### src/rtl/rf_scoreboard.sv
// Parametrised register file with per-register pending bits for RAW hazard detection.
// Read ports are combinational with optional same-cycle writeback forwarding.
module rf_scoreboard #(
    parameter int DATA_W   = 32,
    parameter int ADDR_W   = 5,
    parameter bit ZERO_REG = 1'b1,
    parameter bit BYPASS   = 1'b1
) (
    input  logic              clk,
    input  logic              rst_n,
    input  logic [ADDR_W-1:0] rs_addr,
    input  logic [ADDR_W-1:0] rt_addr,
    output logic [DATA_W-1:0] rs_data,
    output logic [DATA_W-1:0] rt_data,
    output logic              rs_ready,
    output logic              rt_ready,
    input  logic              iss_en,
    input  logic [ADDR_W-1:0] iss_addr,
    input  logic              wb_en,
    input  logic [ADDR_W-1:0] wb_addr,
    input  logic [DATA_W-1:0] wb_data,
    input  logic              flush,
    output logic [ADDR_W:0]   pend_cnt
);
    localparam int DEPTH = 1 << ADDR_W;

    logic [DATA_W-1:0] r_regs [DEPTH];
    logic [DEPTH-1:0]  r_pend;
    logic [ADDR_W:0]   r_pend_cnt;
    logic [DEPTH-1:0]  w_pend_nxt;
    logic [ADDR_W:0]   w_cnt_nxt;
    logic              w_wb_ok;
    logic              w_iss_ok;

    assign w_wb_ok  = wb_en  && !(ZERO_REG && (wb_addr  == '0));
    assign w_iss_ok = iss_en && !(ZERO_REG && (iss_addr == '0));

    // Priority: flush < writeback clear < issue set.
    always_comb begin
        w_pend_nxt = flush ? '0 : r_pend;
        if (w_wb_ok)
            w_pend_nxt[wb_addr] = 1'b0;
        if (w_iss_ok)
            w_pend_nxt[iss_addr] = 1'b1;
        w_cnt_nxt = '0;
        for (int i = 0; i < DEPTH; i++)
            w_cnt_nxt = w_cnt_nxt + {{ADDR_W{1'b0}}, w_pend_nxt[i]};
    end

    always_ff @(posedge clk or negedge rst_n) begin
        if (!rst_n) begin
            for (int i = 0; i < DEPTH; i++)
                r_regs[i] <= '0;
            r_pend     <= '0;
            r_pend_cnt <= '0;
        end else begin
            if (w_wb_ok)
                r_regs[wb_addr] <= wb_data;
            r_pend     <= w_pend_nxt;
            r_pend_cnt <= w_cnt_nxt;
        end
    end

    always_comb begin
        rs_data  = r_regs[rs_addr];
        rs_ready = !r_pend[rs_addr];
        if (ZERO_REG && (rs_addr == '0)) begin
            rs_data  = '0;
            rs_ready = 1'b1;
        end else if (BYPASS && wb_en && (wb_addr == rs_addr)) begin
            rs_data  = wb_data;
            rs_ready = 1'b1;
        end
    end

    always_comb begin
        rt_data  = r_regs[rt_addr];
        rt_ready = !r_pend[rt_addr];
        if (ZERO_REG && (rt_addr == '0)) begin
            rt_data  = '0;
            rt_ready = 1'b1;
        end else if (BYPASS && wb_en && (wb_addr == rt_addr)) begin
            rt_data  = wb_data;
            rt_ready = 1'b1;
        end
    end

    assign pend_cnt = r_pend_cnt;

endmodule

### config.mk
export PLATFORM = sky130hd
export DESIGN_NAME = rf_scoreboard
export DESIGN_NICKNAME = d
export VERILOG_FILES = /design/src/rtl/rf_scoreboard.sv
export SDC_FILE = /design/constraint.sdc
export NUM_CORES = 2
export LEC_CHECK = 0
export CAP_MARGIN = 25
export CORE_UTILIZATION = 30
export DETAILED_ROUTE_END_ITERATION = 7
export MAX_ROUTING_LAYER = met4
export PLACE_DENSITY = 0.57
export SKIP_CTS_REPAIR_TIMING = 1
export SLEW_MARGIN = 20
export SYNTH_ARGS = -nofsm -noshare
export SYNTH_HDL_FRONTEND = slang
export SYNTH_SLANG_ARGS = --single-unit
export TNS_END_PERCENT = 20
### constraint.sdc
create_clock -name clk -period 5 [get_ports clk]
set_input_delay 0.75 -clock clk [delete_from_list [all_inputs] [get_ports clk]]
set_output_delay 0.75 -clock clk [all_outputs]
set_load 0.03 [all_outputs]
==> qor.log <==
[outcome] run status complete, but fails checks
[outcome] failing checks negative setup slack
[route] routed length per placed instance 30.7 um
[synthesis] dominant register cell in the synthesized netlist dfrtp_1
[power_and_ir_drop] total leakage power 0.0293 uW
[sta] setup ws final -0.117 ns
[synthesis] share of the synthesized area in the top cell type 0.457
[placed_design] Post-DP HPWL 120000 um
[job] maxcap violations 0
[placed_design] Post-Place Cell Area 0.0636 mm^2
[setup_path] arrival time of the worst setup path 5.78 ns
[min_path] cell count of the worst hold path 0
[die] die outline width 442 um
[global_route] remaining global-route overflow 0
[sta] Achievable Freq 195 MHz
[setup_path] list of cells traversed by the critical path buf_8, buf_6, nand3b_1, nor2_4, o32a_1, fa_1, inv_2, fa_1, inv_2, fa_1, fa_1, fa_2, fa_1, inv_2, ha_4, fa_2, a21o_1, a21oi_2, xnor2_1
[layout] net count reported at finish 4271
[synthesis] share of async-settable or async-resettable flops after synthesis 1.00
[setup_path] peak fanout along the critical path 6
[sta] Fin. Hold Viols 0
[setup_path] internal reg-to-reg setup slack -0.06 ns
[placed_design] number of input and output port buffers inserted 128
[power_and_ir_drop] power consumption 25700 uW
[global_route] largest net degree at the start of global routing 177
[power_and_ir_drop] Pwr per Cell Area 380 mW/mm^2
[sta] Worst-Margin Slew 1.16 ns
[setup_path] required time of the worst setup path 5.66 ns
[route] total iterations of the first detailed-routing run 7
[power_and_ir_drop] worst ir drop on vdd 0.318 mV
[setup_path] startpoint-to-endpoint class of the critical path input port to flop
[synthesis] largest cells by area after synthesis dfrtp_1 (46%), mux2_2 (19%), mux4_2 (16%)
[clock_network] clock buffer depth 3
[die] DIE HEIGHT 442 um
[route] number of nets still failing antenna checks after routing 0
[setup_path] Critical R2R Launch r_pend[13]$_DFF_PN0_
[sta] clk_skew 0.00913 ns
[setup_path] most used cell along the critical path fa_1
[route] detailed-route vias per instance 5.76
[route] number of DRC violations after detailed-routing iteration 0 3584
[global_route] initial antenna violation count 4
[placed_design] pre-CTS worst setup slack -1.26 ns
[die] # rows 161
[die] core region area 0.193 mm^2
[setup_path] cell with the largest stage delay on the worst path fa_1
[synthesis] flip-flop and latch count after synthesis 1062
[placed_design] number of placed instances, taps included 6576
[synthesis] number of enable-type register cells in the synthesized netlist 0
[setup_path] cells on worst reg2reg path 17
[clock_network] TritonCTS clock tree built
[placed_design] GP Congestion 0.872
[layout] fraction of layout cells with a size suffix above 1 0.475
[route] Final Routed Wirelength 208000 um
[route] routed vias 39150
[sta] post-route minimum period 5.12 ns
[synthesis] Seq/Total Area, Yosys 0.457
[synthesis] dominant cell type by area after synthesis dfrtp_1
[min_path] Hold/Removal Path Class flop to flop
[setup_path] Critical R2R Capture pend_cnt[4]$_DFF_PN0_
[synthesis] Yosys Warn Count 0
[global_route] via count of the first global-routing pass 40627
[setup_path] Largest stage delay, worst path 0.56 ns
[die] Top-Level Pins 129
[clock_network] clock latency of the later-clocked register in the worst-skew pair 0.74 ns
[setup_path] sort of element at the end of the critical path flop
[min_path] Worst Hold Launch r_regs[1022]$_DFFE_PN0P_
[sta] worst hold slack 0.398 ns
[global_route] first-pass GRT wire length 302000 um
[global_route] global-route total usage across every layer 0.217
[synthesis] number of standard cells after synthesis 4128
[clock_network] root buffer cell clkbuf_16
[setup_path] nature of the critical path startpoint input port
[layout] final standard cell area without fillers 0.0676 mm^2
[route] final routed DRC violation total 0
[sta] total count of max-transition violations in the final report 0
[clock_network] number of sinks on the clock net 1062
[layout] Post-Layout Cell Count 6802
[die] overall die area 0.196 mm^2
[clock_network] Reg clk slew, reported paths 0.06 ns
[sta] setup repair after global routing missed its margin yes
[synthesis] post-synth design cell area 0.0582 mm^2
[min_path] Worst Hold End r_regs[1022]$_DFFE_PN0P_
[die] effective utilization at floorplan 0.302
[layout] leading cell type in the layout, fill and taps excluded dfrtp_1
[synthesis] unique cell type count in the Yosys netlist 67
[clock_network] number of H-tree levels 3
[synthesis] Synth Net Count 4216
[clock_network] CTS buffer count 116
[sta] max-slew headroom at the worst pin 0.230
[layout] most frequent cells in the layout dfrtp_1 (1062), mux2_2 (993), mux4_2 (412)
[layout] Area Overhead vs Synth 16.3%
[sta] share of the clock period used by the worst path after layout 1.02
[sta] Finish-stage setup viols 2
[synthesis] mean instance size in the synthesized netlist 14.1 um^2
[layout] fill cell instance count of the final layout 18541
## cell type report
type                       count  area [um^2]  share of cell area
sequential                  1062        26600               0.393
antenna                        2         5.00           0.0000740
clock buffer                 178         3500              0.0517
clock inverter                31          347             0.00512
timing repair buffer         401         4320              0.0639
inverter                      58          218             0.00322
multi-input combinational   2544        29500               0.436
tap                         2526         3160              0.0467
## how the worst max path moves through the flow
stage	start	endpoint	slack (ns)	cells after the start
final	wb_addr[2]	pend_cnt[4]$_DFF_PN0_	-0.12	19
after global routing	wb_addr[2]	pend_cnt[4]$_DFF_PN0_	-0.27	19
after CTS	wb_addr[1]	pend_cnt[4]$_DFF_PN0_	-0.46	19
after detailed placement	wb_addr[1]	pend_cnt[4]$_DFF_PN0_	-1.26	19
after global placement	wb_addr[2]	pend_cnt[4]$_DFF_PN0_	-1.21	19
after floorplan	wb_en	pend_cnt[4]$_DFF_PN0_	-0.68	22
## worst max-delay path, delay by kind of cell
family,cells,cell delay [ns]
AO/OA/AOI/OAI,3,0.69
XOR/XNOR,1,0.12
adder cells (fa/ha/maj),8,3.55
buffers and inverters,5,0.36
AND/OR/NAND/NOR,2,0.31
## flip-flops by register name, summed over array words and instances (netlist names)
| signal | cells |
|---|---|
| pend_cnt | 6 |
| r_pend | 32 |
| r_regs | 1024 |
## routing by layer
| metal | share of wire | track usage | wire length, um | vias to the layer above |
|---|---|---|---|---|
| met5 | 0 | - | 0 | - |
| met4 | 0.041 | 0.0840 | 8650 | 0 |
| met3 | 0.054 | 0.0295 | 11300 | 418 |
| met2 | 0.49 | 0.354 | 102000 | 1403 |
| met1 | 0.41 | 0.274 | 86300 | 21428 |
| li1 | - | - | - | 15901 |
## cells by family after synthesis
logic type | count (synthesis) | share of synthesized area
flops | 1062 | 0.457
buf+inv | 522 | 0.0423
compound gates | 422 | 0.0528
xor+xnor | 13 | 0.00196
mux | 1713 | 0.405
fa+ha+maj | 31 | 0.00976
simple gates | 365 | 0.0316
## where the power goes
group	internal [uW]	total (uW)	leakage, uW	switching [uW]
sequential	10200	11300	0.0137	1150
combinational	3220	5630	0.0137	2410
clock	5090	8780	0.00190	3690
total	18500	25700	0.0293	7250
## synthesized netlist by cell type, drive strengths merged (30+ instances only)
library cell,number
o221ai,30
a22oi,45
clkbuf,180
mux2i,308
nand2,96
mux2,993
dfrtp,1062
nor3,47
buf,284
o22ai,94
mux4,412
a21oi,51
nor2,84
inv,54
## through the flow
stage / util / setup TNS [ns]
global placement: 0.330 / -6.17
global route: 0.351 / -0.663
detailed placement: 0.330 / -6.38
floorplan: - / -2.78
finish: 0.351 / -0.197
CTS: 0.350 / -1.80
Note: power is estimated with default switching activity, not from simulation.
